[config.mk]
export PLATFORM = sky130hd
export DESIGN_NAME = uart_tx_cfg
export DESIGN_NICKNAME = d
export VERILOG_FILES = /design/src/rtl/uart_tx_cfg.sv
export SDC_FILE = /design/constraint.sdc
export NUM_CORES = 1
export LEC_CHECK = 0
export ABC_AREA = 1
export BUFFER_PORTS_ARGS = -buffer_cell sky130_fd_sc_hd__buf_2
export CORE_MARGIN = 1.5
export CORE_UTILIZATION = 50
export DETAILED_ROUTE_END_ITERATION = 8
export HOLD_SLACK_MARGIN = 0.1
export PLACE_DENSITY = 0.67
export REMOVE_ABC_BUFFERS = 1
export SYNTH_ARGS = -nofsm -noshare
export SYNTH_HDL_FRONTEND = slang
export SYNTH_SLANG_ARGS = --single-unit
export TNS_END_PERCENT = 5
[constraint.sdc]
create_clock -name clk -period 4.54 [get_ports clk]
set_input_delay 0.227 -clock clk [delete_from_list [all_inputs] [get_ports clk]]
set_output_delay 0.227 -clock clk [all_outputs]
set_load 0.01 [all_outputs]
[src/rtl/uart_tx_cfg.sv]
`timescale 1ns/1ps
`default_nettype none
// ============================================================================
// Module      : uart_tx_cfg
// Description : Parametrised UART transmitter with an input FIFO.
//               Host pushes words over a valid/ready handshake. Frames are
//               sent LSB first: a start bit, DATA_BITS data bits, an
//               optional parity bit, then STOP_BITS stop bits. Queued words
//               go out back to back with no idle cycle between frames.
//
//               Ports
//                 clk        : system clock, rising edge
//                 rst        : synchronous reset, active high
//                 tx_data    : word to queue (DATA_BITS wide)
//                 tx_valid   : tx_data valid this cycle
//                 tx_ready   : FIFO can accept a word
//                 data_out   : serial line, idle high, driven from a flop
//                 tx_busy    : frame in progress or words still queued
//                 fifo_level : words queued and not yet started
// Revision    : 1.0 - initial release
// ============================================================================
module uart_tx_cfg #(
    parameter int CLKS_PER_BIT = 434,
    parameter int DATA_BITS    = 8,
    parameter int PARITY       = 0,
    parameter int STOP_BITS    = 1,
    parameter int FIFO_DEPTH   = 4
) (
    input  logic                          clk,
    input  logic                          rst,
    input  logic [DATA_BITS-1:0]          tx_data,
    input  logic                          tx_valid,
    output logic                          tx_ready,
    output logic                          data_out,
    output logic                          tx_busy,
    output logic [$clog2(FIFO_DEPTH):0]   fifo_level
);

    localparam int c_aw = $clog2(FIFO_DEPTH);
    localparam int c_bw = (CLKS_PER_BIT > 1) ? $clog2(CLKS_PER_BIT) : 1;
    localparam int c_cw = $clog2(DATA_BITS + 1);

    localparam logic [c_aw:0]   c_fifo_full = (c_aw + 1)'(FIFO_DEPTH);
    localparam logic [c_aw:0]   c_cnt_one   = (c_aw + 1)'(1);
    localparam logic [c_bw-1:0] c_baud_last = c_bw'(CLKS_PER_BIT - 1);
    localparam logic [c_bw-1:0] c_baud_one  = c_bw'(1);
    localparam logic [c_cw-1:0] c_data_last = c_cw'(DATA_BITS - 1);
    localparam logic [c_cw-1:0] c_stop_last = c_cw'(STOP_BITS - 1);
    localparam logic [c_cw-1:0] c_bit_one   = c_cw'(1);

    // FSM encoding
    localparam logic [2:0] c_idle   = 3'd0;
    localparam logic [2:0] c_start  = 3'd1;
    localparam logic [2:0] c_data   = 3'd2;
    localparam logic [2:0] c_parity = 3'd3;
    localparam logic [2:0] c_stop   = 3'd4;

    // ------------------------------------------------------------------
    // Storage and state
    // ------------------------------------------------------------------
    logic [DATA_BITS-1:0] r_mem [FIFO_DEPTH];
    logic [c_aw-1:0]      r_wr_ptr;
    logic [c_aw-1:0]      r_rd_ptr;
    logic [c_aw:0]        r_count;

    logic [2:0]           r_state;
    logic [c_bw-1:0]      r_baud;
    logic [c_cw-1:0]      r_bit_cnt;
    logic [DATA_BITS-1:0] r_shift;
    logic                 r_par_bit;
    logic                 r_data_out;

    logic                 w_full;
    logic                 w_empty;
    logic                 w_push;
    logic                 w_pop;
    logic                 w_baud_end;
    logic                 w_stop_end;
    logic [DATA_BITS-1:0] w_head;
    logic                 w_head_par;
    logic                 w_line;

    // ------------------------------------------------------------------
    // Handshake and FIFO control
    // ------------------------------------------------------------------
    assign w_full   = (r_count == c_fifo_full);
    assign w_empty  = (r_count == '0);
    // Ready looks only at registered occupancy, so a full FIFO refuses a
    // push even when the FSM pops on the same edge.
    assign tx_ready = !w_full && !rst;
    assign w_push   = tx_valid && tx_ready;

    assign w_baud_end = (r_baud == c_baud_last);
    assign w_stop_end = (r_state == c_stop) && w_baud_end && (r_bit_cnt == c_stop_last);
    // Pop from IDLE, or on the final cycle of the last stop bit so the next
    // start bit follows with no idle gap.
    assign w_pop      = !w_empty && ((r_state == c_idle) || w_stop_end);

    assign w_head     = r_mem[r_rd_ptr];
    // Parity over the data bits only: odd -> xnor-reduce, even -> xor-reduce.
    assign w_head_par = (PARITY == 1) ? ~^w_head : ^w_head;

    always_ff @(posedge clk) begin
        if (w_push) begin
            r_mem[r_wr_ptr] <= tx_data;
        end
    end

    always_ff @(posedge clk) begin
        if (rst) begin
            r_wr_ptr <= '0;
            r_rd_ptr <= '0;
            r_count  <= '0;
        end else begin
            if (w_push) begin
                r_wr_ptr <= r_wr_ptr + 1'b1;
            end
            if (w_pop) begin
                r_rd_ptr <= r_rd_ptr + 1'b1;
            end
            case ({w_push, w_pop})
                2'b10:   r_count <= r_count + c_cnt_one;
                2'b01:   r_count <= r_count - c_cnt_one;
                default: r_count <= r_count;
            endcase
        end
    end

    // ------------------------------------------------------------------
    // Line level for the current state; registered one cycle later, which
    // puts the first start-bit cycle two edges after the word is accepted.
    // ------------------------------------------------------------------
    always_comb begin
        w_line = 1'b1;
        case (r_state)
            c_start:  w_line = 1'b0;
            c_data:   w_line = r_shift[0];
            c_parity: w_line = r_par_bit;
            default:  w_line = 1'b1;
        endcase
    end

    // ------------------------------------------------------------------
    // Transmit FSM
    // ------------------------------------------------------------------
    always_ff @(posedge clk) begin
        if (rst) begin
            r_state    <= c_idle;
            r_baud     <= '0;
            r_bit_cnt  <= '0;
            r_shift    <= '0;
            r_par_bit  <= 1'b0;
            r_data_out <= 1'b1;
        end else begin
            r_data_out <= w_line;
            case (r_state)
                c_idle: begin
                    r_baud    <= '0;
                    r_bit_cnt <= '0;
                    if (w_pop) begin
                        r_shift   <= w_head;
                        r_par_bit <= w_head_par;
                        r_state   <= c_start;
                    end
                end
                c_start: begin
                    if (w_baud_end) begin
                        r_baud  <= '0;
                        r_state <= c_data;
                    end else begin
                        r_baud <= r_baud + c_baud_one;
                    end
                end
                c_data: begin
                    if (w_baud_end) begin
                        r_baud  <= '0;
                        r_shift <= r_shift >> 1;
                        if (r_bit_cnt == c_data_last) begin
                            r_bit_cnt <= '0;
                            r_state   <= (PARITY != 0) ? c_parity : c_stop;
                        end else begin
                            r_bit_cnt <= r_bit_cnt + c_bit_one;
                        end
                    end else begin
                        r_baud <= r_baud + c_baud_one;
                    end
                end
                c_parity: begin
                    if (w_baud_end) begin
                        r_baud  <= '0;
                        r_state <= c_stop;
                    end else begin
                        r_baud <= r_baud + c_baud_one;
                    end
                end
                c_stop: begin
                    if (w_baud_end) begin
                        r_baud <= '0;
                        // Bit counter is reused to count stop bits.
                        if (r_bit_cnt == c_stop_last) begin
                            r_bit_cnt <= '0;
                            if (w_pop) begin
                                r_shift   <= w_head;
                                r_par_bit <= w_head_par;
                                r_state   <= c_start;
                            end else begin
                                r_state <= c_idle;
                            end
                        end else begin
                            r_bit_cnt <= r_bit_cnt + c_bit_one;
                        end
                    end else begin
                        r_baud <= r_baud + c_baud_one;
                    end
                end
                default: begin
                    r_state   <= c_idle;
                    r_baud    <= '0;
                    r_bit_cnt <= '0;
                end
            endcase
        end
    end

    assign data_out   = r_data_out;
    assign tx_busy    = (r_state != c_idle) || !w_empty;
    assign fifo_level = r_count;

endmodule
`default_nettype wire

==> reports/summary.txt, run 1 <==
outcome -> completed
Crit. End Element -> flip-flop
post-layout min period -> 2.29 ns
worst hold slack -> 0.110 ns
Final Cycle Share -> 50.5%
Post-synth EDFFs -> 32
Area contributors post-synth -> edfxtp_1 30%, dfxtp_1 22%, nand2_1 14%
Max stage delay on crit path -> 0.40 ns
Critical R2R Launch -> r_baud[1]$_SDFF_PP0_
LEAKAGE -> 0.00150 uW
worst path cell trace -> inv_1 -> ha_1 -> nand2_1 -> nor2_1 -> nand2_1 -> o21ai_2 -> nand2_2 -> inv_2 -> ha_1 -> fa_1 -> a21oi_1 -> o21a_1 -> o21ai_0 -> a21oi_1
Clk Latency, worst-skew pair -> 0.34 ns
Ys Warns -> 0
Post-CTS Setup Inserts -> 0
slowest CP cell -> fa_1
R2R cell count -> 14
clock slew at the register clock pins of the worst setup and hold paths -> 0.07 ns
Hold Startpoint -> tx_data[7]
top cell family by delay on the critical path -> adder cells
Bufs and invs on worst path -> 2
hold path depth -> 1
Worst Hold Endpoint -> r_mem[3][7]$_DFFE_PP_
Yosys top cell area share -> 30.5%
# clock sinks -> 67
CTS tree -> built
Max Slew Vio Count -> 0
CTS H-tree lvls -> 3
antenna viol nets, final -> 0
diode count -> 0
Post-Synth XOR/XNOR Area -> 0.833%
DP HPWL -> 4080 um
first-pass GRT wire length -> 9870 um
crit start category -> flip-flop
simple-gate share of the synthesized area -> 28.2%
Detailed Route WL -> 5960 um
Synth Area in Compound Gates -> 7.81%
Synth Flop Type -> dfxtp_1
Max Buffers Root-to-Sink -> 2
initial DRC count -> 162
largest family of logic cells by synthesized area -> simple AND/OR/NAND/NOR gates
Die X -> 82.4 um
vias -> 2410
pwr/cell area -> 598 nW/um2
die height -> 82.4 um
crit-path max FO -> 5
die area -> 6790 um2
initial antenna violation count -> 0
layout cells sized above 1 -> 11.9%
drt first pass iters -> 4
Reg-to-Reg End -> fifo_level[2]$_SDFFE_PP0P_
setup TNS -> 0 ns
Setup Crit Path Kind -> flip-flop to flip-flop
# setup viols final -> 0
Synth cell types -> 36
total grt overflow -> 0
Final Skew -> 0.0136 ns
R2R Setup Slk -> 2.25 ns
Max VDD drop -> 0.322 mV
Post-Route Utilization -> 58.7%
largest net degree at the start of global routing -> 19
drt wl/cell -> 12.4 um
area grow syn2layout -> 11.5%
worst-margin pin slew -> 0.895 ns
DR vias/cell -> 5.02
syn_area_per_cell -> 8.34 um2
Synth area leader -> edfxtp_1
leading cell type in the layout, fill and taps excluded -> nand2_1
most frequent cells in the layout -> 119 x nand2_1, 38 x nor2_1, 35 x dfxtp_1, 32 x edfxtp_1, 30 x inv_1
total track usage -> 19.6%
Cell Area, Synth -> 3150 um2
vias in the first global route -> 2217
CTS Buf Count -> 9
DRC Markers -> 0
Seq/Total Area, Yosys -> 52.7%
max_cap viols -> 0
PortBufs -> 16
#FFs+latches synth -> 67
Post-Synth Adder-Cell Area -> 4.20%
PostCTS Resize Cnt -> 0
Hold Fails Final Rpt -> 0
Slew HR -> 40.1%
Synth async-reset ratio -> 0%
CTS root buf -> clkbuf_8
Critical Path AT -> 2.56 ns
Routability Congestion -> 0.812
RSZ-0062 raised after global routing -> no
mux share of post-synthesis cell area -> 0%
HP Class -> input port to flip-flop
Gate Count Post-Synth -> 378
IO Pins -> 17
row cnt -> 28
Initial Util -> 52.7%
Core Area -> 5990 um2
worst endpoint required time -> 4.81 ns
Fmax -> 436 MHz
fin nets -> 421
power breakdown:
part	internal (uW)	leakage [uW]	switching, uW
Combinational	260	0.000822	506
Sequential	720	0.000577	85.1
Clock	308	0.000105	224
Total	1290	0.00150	815
cell type report:
| cell class | instances | area (um2) |
|---|---|---|
| Multi-Input combinational cell | 266 | 1290 |
| Timing Repair Buffer | 20 | 120 |
| Inverter | 36 | 139 |
| Tap cell | 75 | 93.8 |
| Clock inverter | 5 | 77.6 |
| Sequential cell | 67 | 1660 |
| Fill cell | 539 | 2470 |
| Clock buffer | 11 | 131 |
worst reg2reg max path, cell delays in order, from the launching register on:
cell and delay, ns:
dfxtp_1 0.35, inv_1 0.06, ha_1 0.17, nand2_1 0.07, nor2_1 0.04, nand2_1 0.14
o21ai_2 0.08, nand2_2 0.13, inv_2 0.08, ha_1 0.22, fa_1 0.40, a21oi_1 0.14
o21a_1 0.15, o21ai_0 0.07, a21oi_1 0.13
cell families after synthesis:
family	count (synthesis)
AND/OR/NAND/NOR	207
XOR/XNOR	3
adder cells (fa/ha/maj)	10
buffers and inverters	45
AO/OA/AOI/OAI	46
flip-flops	67
how the worst max path moves through the flow:
| stage | to | start | slack [ns] | depth (start not counted) |
|---|---|---|---|---|
| finish | fifo_level[2]$_SDFFE_PP0P_ | r_baud[1]$_SDFF_PP0_ | 2.25 | 14 |
| global route | fifo_level[2]$_SDFFE_PP0P_ | r_baud[1]$_SDFF_PP0_ | 2.05 | 14 |
| CTS | fifo_level[2]$_SDFFE_PP0P_ | r_baud[1]$_SDFF_PP0_ | 2.23 | 14 |
| detailed placement | fifo_level[2]$_SDFFE_PP0P_ | r_baud[1]$_SDFF_PP0_ | 2.27 | 14 |
| global placement | fifo_level[2]$_SDFFE_PP0P_ | r_baud[1]$_SDFF_PP0_ | 2.37 | 14 |
| floorplan | fifo_level[2]$_SDFFE_PP0P_ | fifo_level[0]$_SDFFE_PP0P_ | 2.40 | 9 |
Yosys cell counts, types with 4 or more instances:
cell type  instances
nand3_1           24
dfxtp_1           35
nor3_1             4
a21oi_1           15
edfxtp_1          32
nor2_1            38
inv_1             30
nand2_2            6
nand2_1          119
ha_1               9
inv_2              4
nand4_1            5
o21ai_0           24
metrics by stage:
step	worst slack [ns]	std cells	total power, uW	area, um2
floorplan	2.40	369	1390	3090
global placement	2.37	460	1560	3270
detailed placement	2.27	460	1580	3270
CTS	2.23	480	2110	3520
global route	2.05	480	2260	3520
finish	2.25	480	2100	3520
timing repair:
action,in CTS,in global routing
endpoints found under the hold margin,13,0
setup endpoints to repair,0,0
hold buffers,4,0
state kept, by name, indices dropped and copies added (netlist names), named ones only:
name        count
data_out        1
r_baud          9
r_par_bit       1
r_rd_ptr        2
fifo_level      3
r_shift         8
r_bit_cnt       4
r_mem          32
r_state         3
r_wr_ptr        2
routing by layer:
metal  up-vias  routed length [um]  GRT usage (%)
li1       1280                   -              -
met1      1088                2960           25.1
met2        36                2730           31.3
met3         6                 209           4.29
met4         0                  56           9.32
met5         -                   0              0
Note: power is estimated with default switching activity, not from simulation.
==> inputs of run 2 (changes only) <==
--- a/config.mk
+++ b/config.mk
@@ -5,13 +5,13 @@
 export SDC_FILE = /design/constraint.sdc
 export NUM_CORES = 1
 export LEC_CHECK = 0
-export ABC_AREA = 1
+export ABC_AREA = 0
 export BUFFER_PORTS_ARGS = -buffer_cell sky130_fd_sc_hd__buf_2
 export CORE_MARGIN = 1.5
 export CORE_UTILIZATION = 50
 export DETAILED_ROUTE_END_ITERATION = 8
 export HOLD_SLACK_MARGIN = 0.1
-export PLACE_DENSITY = 0.67
+export PLACE_DENSITY = 0.7
 export REMOVE_ABC_BUFFERS = 1
 export SYNTH_ARGS = -nofsm -noshare
 export SYNTH_HDL_FRONTEND = slang
==> constraint.sdc (replaced) <==
create_clock -name clk -period 2 [get_ports clk]
set_input_delay 0.1 -clock clk [delete_from_list [all_inputs] [get_ports clk]]
set_output_delay 0.1 -clock clk [all_outputs]
set_load 0.01 [all_outputs]
==> run 2 against run 1 <==
The run now ends with setup timing left. Highest routed layer unchanged. Area after synthesis down 5.1%. Global-route usage is 0.55 points lower. Design area grew 7.7%. Sequential power grew 110%. Critical path type unchanged. Worst setup slack worse by 2.5 ns. First-iteration DRC count decreased by 23%. Core utilization up 6.0 points. Critical endpoint unchanged.
==> reports/summary.txt, run 2 <==
outcome -> finished, violations left
failing checks -> setup timing
worst hold slack -> 0.239 ns (+0.129 ns)
die area -> 6460 um2 (-4.9%)
Bufs and invs on worst path -> 1 (-1)
Post-Route Utilization -> 64.7% (+6.0 points)
Area contributors post-synth -> edfxtp_1 32%, dfxtp_1 23%, mux4_2 6.0%
hold path depth -> 4 (+3)
area grow syn2layout -> 26.5%
Hold Fails Final Rpt -> 0 (unchanged)
worst-margin pin slew -> 0.476 ns (-0.418 ns)
crit-path max FO -> 2 (-3)
total grt overflow -> 0 (unchanged)
Synth async-reset ratio -> 0% (unchanged)
Final Skew -> 0.00789 ns (-0.00573 ns)
crit path launch -> r_bit_cnt[0]$_SDFFE_PP0P_
worst endpoint required time -> 2.28 ns (-2.53 ns)
Largest regs -> r_mem x32, r_baud x9, r_shift x8
# setup viols final -> 12 (+12)
Post-synth EDFFs -> 32 (unchanged)
Cell Area, Synth -> 2990 um2 (-5.1%)
RSZ-0062 raised after global routing -> yes
Clk Latency, worst-skew pair -> 0.34 ns (about the same)
R2R cell count -> 10 (-4)
DRC Markers -> 0 (unchanged)
multi-input logic area -> 1290 um2 (-0.39%)
Max Slew Vio Count -> 0 (unchanged)
Critical R2R Launch -> r_bit_cnt[0]$_SDFFE_PP0P_
CTS tree -> built
Met3 Wirelength -> 172 um (-18%)
syn_area_per_cell -> 12.5 um2 (+50%)
PortBufs -> 16 (unchanged)
Hold Startpoint -> tx_valid
Gate Count Post-Synth -> 239 (-37%)
Critical Path AT -> 2.53 ns (-0.03 ns)
Slew HR -> 68.1% (+28 points)
top sig layer -> met4
Initial Util -> 51.2% (-1.5 points)
antenna viol nets, final -> 0 (unchanged)
# clock sinks -> 67 (unchanged)
Max Buffers Root-to-Sink -> 2 (unchanged)
vias -> 2000 (-17%)
Detailed Route WL -> 5570 um (-6.6%)
HP Class -> input port to flip-flop
DP HPWL -> 3750 um (-8.0%)
Final WS setup -> -0.250 ns (-2.50 ns)
leading cell type in the layout, fill and taps excluded -> buf_4
Max VDD drop -> 0.664 mV (+110%)
Routability Congestion -> 0.761 (-6.2%)
synth cell count leaders -> 35 x dfxtp_1, 32 x edfxtp_1, 28 x nor2_1
Synth cell types -> 49 (+36%)
Synth area leader -> edfxtp_1
CP Depth -> 10 (-4)
Ys Warns -> 0 (unchanged)
layout cells sized above 1 -> 33.2% (+21 points)
slowest CP cell -> or3b_4
LEAKAGE -> 0.00144 uW (-4.5%)
Yosys top cell area share -> 32.1% (+1.6 points)
largest net degree at the start of global routing -> 27 (+8)
top cell family by delay on the critical path -> simple AND/OR/NAND/NOR gates
CTS Buf Count -> 9 (unchanged)
diode count -> 0 (unchanged)
DR vias/cell -> 5.15 (+2.7%)
IO Pins -> 17 (unchanged)
Core Area -> 5850 um2 (-2.3%)
first-pass GRT wire length -> 9100 um (-7.8%)
row cnt -> 28 (unchanged)
FILL cells -> 426 (-21%)
met2 WL post-DR -> 2700 um (-1.1%)
number of flip-flops in the largest register -> 32 (unchanged)
Setup Crit Path Kind -> flip-flop to flip-flop
WL met1 -> 2610 um (-12%)
drt wl/cell -> 14.4 um (+16%)
CTS H-tree lvls -> 3 (unchanged)
#FFs+latches synth -> 67 (unchanged)
clock slew at the register clock pins of the worst setup and hold paths -> 0.08 ns (about the same)
most frequent cells in the layout -> 42 x buf_4, 33 x dfxtp_1, 32 x edfxtp_1, 28 x nor2_1, 16 x buf_2
die height -> 80.4 um (-2.5%)
initial DRC count -> 124 (-23%)
total track usage -> 19.0% (-0.55 points)
CTS root buf -> clkbuf_8
Die X -> 80.4 um (-2.5%)
fin nets -> 329 (-22%)
drt first pass iters -> 6 (+2)
post-layout min period -> 2.25 ns (-0.0412 ns)
most frequent cell after synthesis -> dfxtp_1
vias in the first global route -> 1987 (-10%)
Final Cycle Share -> 112% (+62 points)
Largest Register -> r_mem
worst path cell trace -> inv_1 -> ha_1 -> or3b_4 -> o41ai_4 -> and2_4 -> ha_4 -> fa_2 -> xnor2_1 -> or3_1 -> a21oi_1
register area -> 1660 um2 (+0.15%)
Crit. End Element -> flip-flop
Fmax -> 444 MHz (+1.8%)
Synth Flop Type -> dfxtp_1
initial antenna violation count -> 0 (unchanged)
max_cap viols -> 0 (unchanged)
Seq/Total Area, Yosys -> 55.5% (+2.8 points)
crit start category -> flip-flop
Max stage delay on crit path -> 0.40 ns (about the same)
pwr/cell area -> 1120 nW/um2 (+87%)
## run 2: cell types whose count changed after synthesis, sizes merged, moves of 5 or more
cell,change
a211oi,+7
a21oi,-7
inv,-27
mux2i,+9
mux4,+8
nand2,-117
nand3,-21
nor2,-8
o21ai,-24
xnor2,+12
xor2,+5
## run 2: tightest hold or removal path, stage by stage
cell and delay (ns):
buf_2 0.11, and2_1 0.14, buf_4 0.12, o31ai_1 0.06
## run 2: final timing paths
| path | endpoint | slack [ns] |
|---|---|---|
| max | fifo_level[2]$_SDFFE_PP0P_ | -0.25 |
| min | r_wr_ptr[1]$_SDFFE_PP0P_ | 0.24 |
| max reg2reg | fifo_level[2]$_SDFFE_PP0P_ | -0.25 |
| min reg2reg | r_shift[3]$_SDFFE_PP0P_ | 0.50 |
## run 2: area by class of cell
class / count / area share [%]
Timing Repair Buffer: 67 / 12.9
Multi-Input combinational cell: 155 / 34.0
Inverter: 8 / 0.793
Tap cell: 75 / 2.48
Clock inverter: 7 / 2.64
Sequential cell: 67 / 43.9
Clock buffer: 9 / 3.27
## run 2: per-layer routing
metal,GRT usage [%],vias up
met1,25.6,942
met2,29.0,39
met4,10.0,0
met5,0,-
li1,-,1011
met3,3.64,8
## run 2: cell families after synthesis
logic type,share of synthesized area [%]
XOR/XNOR,5.85
flip-flops,55.5
multiplexers,9.03
adder cells (fa/ha/maj),4.43
AO/OA/AOI/OAI,8.53
buffers and inverters,3.09
AND/OR/NAND/NOR,13.6
## run 2: repair_timing
| action | 4_1_cts | 5_1_grt |
|---|---|---|
| setup buffers | 4 | 0 |
| pin swaps | 5 | 3 |
| setup endpoints to repair | 8 | 18 |
| gates cloned | 0 | 1 |
| endpoints found under the hold margin | 32 | 0 |
| resized for setup | 4 | 7 |
| hold buffers | 8 | 0 |
## run 2: power by group
part	leakage (uW)	switching [uW]	internal, uW	total, uW
Clock	0.000109	544	712	1260
Sequential	0.000577	90.8	1600	1690
Combinational	0.000750	624	662	1290
Total	0.00144	1260	2970	4230
## run 2: through the flow
stage               std cells  setup WS [ns]  total power (uW)  instance area (um2)  setup TNS, ns
floorplan                 229         -0.486              2540                 2930          -1.03
global placement          359         -0.357              2910                 3400         -0.766
detailed placement        359         -0.481              2940                 3400          -1.03
CTS                       387         -0.266              4240                 3750          -2.17
global route              388         -0.393              4480                 3790          -3.65
finish                    388         -0.250              4230                 3790          -1.86
==> inputs of run 3 (changes only) <==
--- a/config.mk
+++ b/config.mk
@@ -12,7 +12,6 @@
 export DETAILED_ROUTE_END_ITERATION = 8
 export HOLD_SLACK_MARGIN = 0.1
 export PLACE_DENSITY = 0.7
-export REMOVE_ABC_BUFFERS = 1
 export SYNTH_ARGS = -nofsm -noshare
 export SYNTH_HDL_FRONTEND = slang
 export SYNTH_SLANG_ARGS = --single-unit
==> run 3 against run 2 <==
The flow still finishes with violations (setup timing). Clock skew grew 0.0014 ns. Core utilization shrank 1.4 points. Power shrank 2.5%. Flip-flop and latch count is the same. Highest routed layer unchanged. Register-to-register slack lost 0.08 ns. Critical endpoint unchanged. Via count shrank 1.9%. Clock power shrank 7%. Count of clock-buffer cells in the layout grew 1. Worst setup slack lost 0.076 ns. Combinational power is essentially flat. Design area shrank 2.1%. Cell count shrank 2.8%.
==> reports/summary.txt, run 3 (synthesized netlist as in run 2, its figures left out) <==
dpl ws -> -0.346 ns (+0.135 ns)
Setup Crit Path Kind -> flip-flop to flip-flop
# clock sinks -> 67 (unchanged)
first-pass GRT wire length -> 8980 um (-1.3%)
outcome -> finished, violations left
# setup viols final -> 3 (-9)
drt first pass iters -> 4 (-2)
busiest grt layer -> met2
met3 Use GR -> 4.09% (+0.45 points)
LEAKAGE -> 0.00139 uW (-3.3%)
worst endpoint required time -> 2.27 ns (about the same)
IO Pins -> 17 (unchanged)
total track usage -> 18.8% (-0.17 points)
DR vias/cell -> 5.20 (+0.96%)
total power -> 4120 uW (-2.5%)
RSZ-0062 raised after global routing -> yes
Die X -> 80.4 um (unchanged)
Core Area -> 5850 um2 (unchanged)
die height -> 80.4 um (unchanged)
Fmax -> 430 MHz (-3.3%)
Max Slew Vio Count -> 0 (unchanged)
clock slew at the register clock pins of the worst setup and hold paths -> 0.08 ns (about the same)
crit-path max FO -> 2 (unchanged)
Routability Congestion -> 0.769 (+0.99%)
Post-CTS Setup Inserts -> 0 (-4)
vias -> 1962 (-1.9%)
Largest Register -> r_mem
worst hold slack -> 0.243 ns (+0.00410 ns)
CTS H-tree lvls -> 3 (unchanged)
worst-margin pin slew -> 0.454 ns (-0.0220 ns)
HP Class -> input port to flip-flop
CTS root buf -> clkbuf_8
most frequent cells in the layout -> 33 x dfxtp_1, 32 x buf_4, 32 x edfxtp_1, 28 x nor2_1, 16 x buf_2
Critical Path AT -> 2.59 ns (+0.06 ns)
GRT met2 Usage -> 31.7% (+2.7 points)
area grow syn2layout -> 23.8%
Max Buffers Root-to-Sink -> 2 (unchanged)
initial antenna violation count -> 0 (unchanged)
pwr/cell area -> 1110 nW/um2 (-0.38%)
DP HPWL -> 3770 um (+0.68%)
number of flip-flops in the largest register -> 32 (unchanged)
total grt overflow -> 0 (unchanged)
Crit. End Element -> flip-flop
CTS Buf Count -> 9 (unchanged)
Hold Fails Final Rpt -> 0 (unchanged)
R2R Setup Slk -> -0.33 ns (-0.08 ns)
Slew HR -> 69.7% (+1.7 points)
Final Cycle Share -> 116% (+3.8 points)
leading cell type in the layout, fill and taps excluded -> dfxtp_1
FILL cells -> 464 (+8.9%)
Largest regs -> r_mem x32, r_baud x9, r_shift x8
antenna viol nets, final -> 0 (unchanged)
fin nets -> 318 (-3.3%)
drt wl/cell -> 14.5 um (+1.1%)
row cnt -> 28 (unchanged)
crit start category -> flip-flop
max_cap viols -> 0 (unchanged)
DRC Markers -> 0 (unchanged)
diode count -> 0 (unchanged)
PortBufs -> 16 (unchanged)
Final Skew -> 0.00924 ns (+0.00135 ns)
Initial Util -> 51.2% (unchanged)
Synthesized Nets -> 260
Detailed Route WL -> 5470 um (-1.7%)
largest net degree at the start of global routing -> 27 (unchanged)
CTS tree -> built
Final WS setup -> -0.326 ns (-0.0764 ns)
die area -> 6460 um2 (unchanged)
met1 Track Usage GR -> 23.2% (-2.4 points)
Clk Latency, worst-skew pair -> 0.33 ns (about the same)
Post-Route Utilization -> 63.3% (-1.4 points)
initial DRC count -> 113 (-8.9%)
failing checks -> setup timing
Max VDD drop -> 0.668 mV (+0.50%)
post-layout min period -> 2.33 ns (+0.0764 ns)
vias in the first global route -> 1931 (-2.8%)
layout cells sized above 1 -> 32.5% (-0.78 points)
setup TNS -> -0.614 ns (+1.25 ns)
-- run 3: per-stage QoR --
stage	std cells	instance area [um2]
after floorplan	239	3030
after detailed placement	353	3390
after global routing	377	3710
after global placement	353	3390
after CTS	377	3690
final	377	3710
-- run 3: final cells by class --
| class | instances | area [um2] | share of cell area (%) |
|---|---|---|---|
| flip-flops and latches | 67 | 1660 | 44.9 |
| repair buffers | 57 | 420 | 11.3 |
| inverters | 8 | 30.0 | 0.810 |
| well taps | 75 | 93.8 | 2.53 |
| clock buffers | 10 | 138 | 3.71 |
| multi-input cells | 154 | 1290 | 34.7 |
| clock inverters | 6 | 72.6 | 1.96 |
-- run 3: worst max-delay path, cell delays in order, from the launching register on --
cell	delay [ns]
dfxtp_2	0.32
inv_1	0.05
ha_1	0.12
or3b_4	0.38
o41ai_4	0.29
and2_4	0.23
ha_4	0.14
fa_2	0.20
xnor2_1	0.07
or3_1	0.31
a21oi_1	0.13
-- run 3: report_power, final --
group	total (uW)	internal [uW]	switching, uW
sequential	1690	1600	94.1
combinational	1260	655	608
clock	1170	625	546
total	4120	2880	1250
-- run 3: layer usage --
| layer | part of all wire [%] | up-vias |
|---|---|---|
| li1 | - | 988 |
| met1 | 45 | 937 |
| met2 | 51 | 31 |
| met3 | 2.8 | 6 |
| met4 | 0.84 | 0 |
| met5 | 0 | - |
-- run 3: what timing repair did --
action,in CTS,in global routing
endpoints found under the hold margin,32,0
gates resized for setup,2,6
endpoints found under the setup margin,3,14
pin swaps,0,2
hold buffers,8,0
-- run 3: path summary, 6_finish.rpt --
kind | from | end | depth (start not counted)
worst max-delay path | r_bit_cnt[1]$_SDFFE_PP0P_ | fifo_level[2]$_SDFFE_PP0P_ | 10
worst min-delay path | rst | r_bit_cnt[1]$_SDFFE_PP0P_ | 3
worst max register to register | r_bit_cnt[1]$_SDFFE_PP0P_ | fifo_level[2]$_SDFFE_PP0P_ | 10
worst min register to register | r_par_bit$_SDFFE_PP0P_ | r_par_bit$_SDFFE_PP0P_ | 2
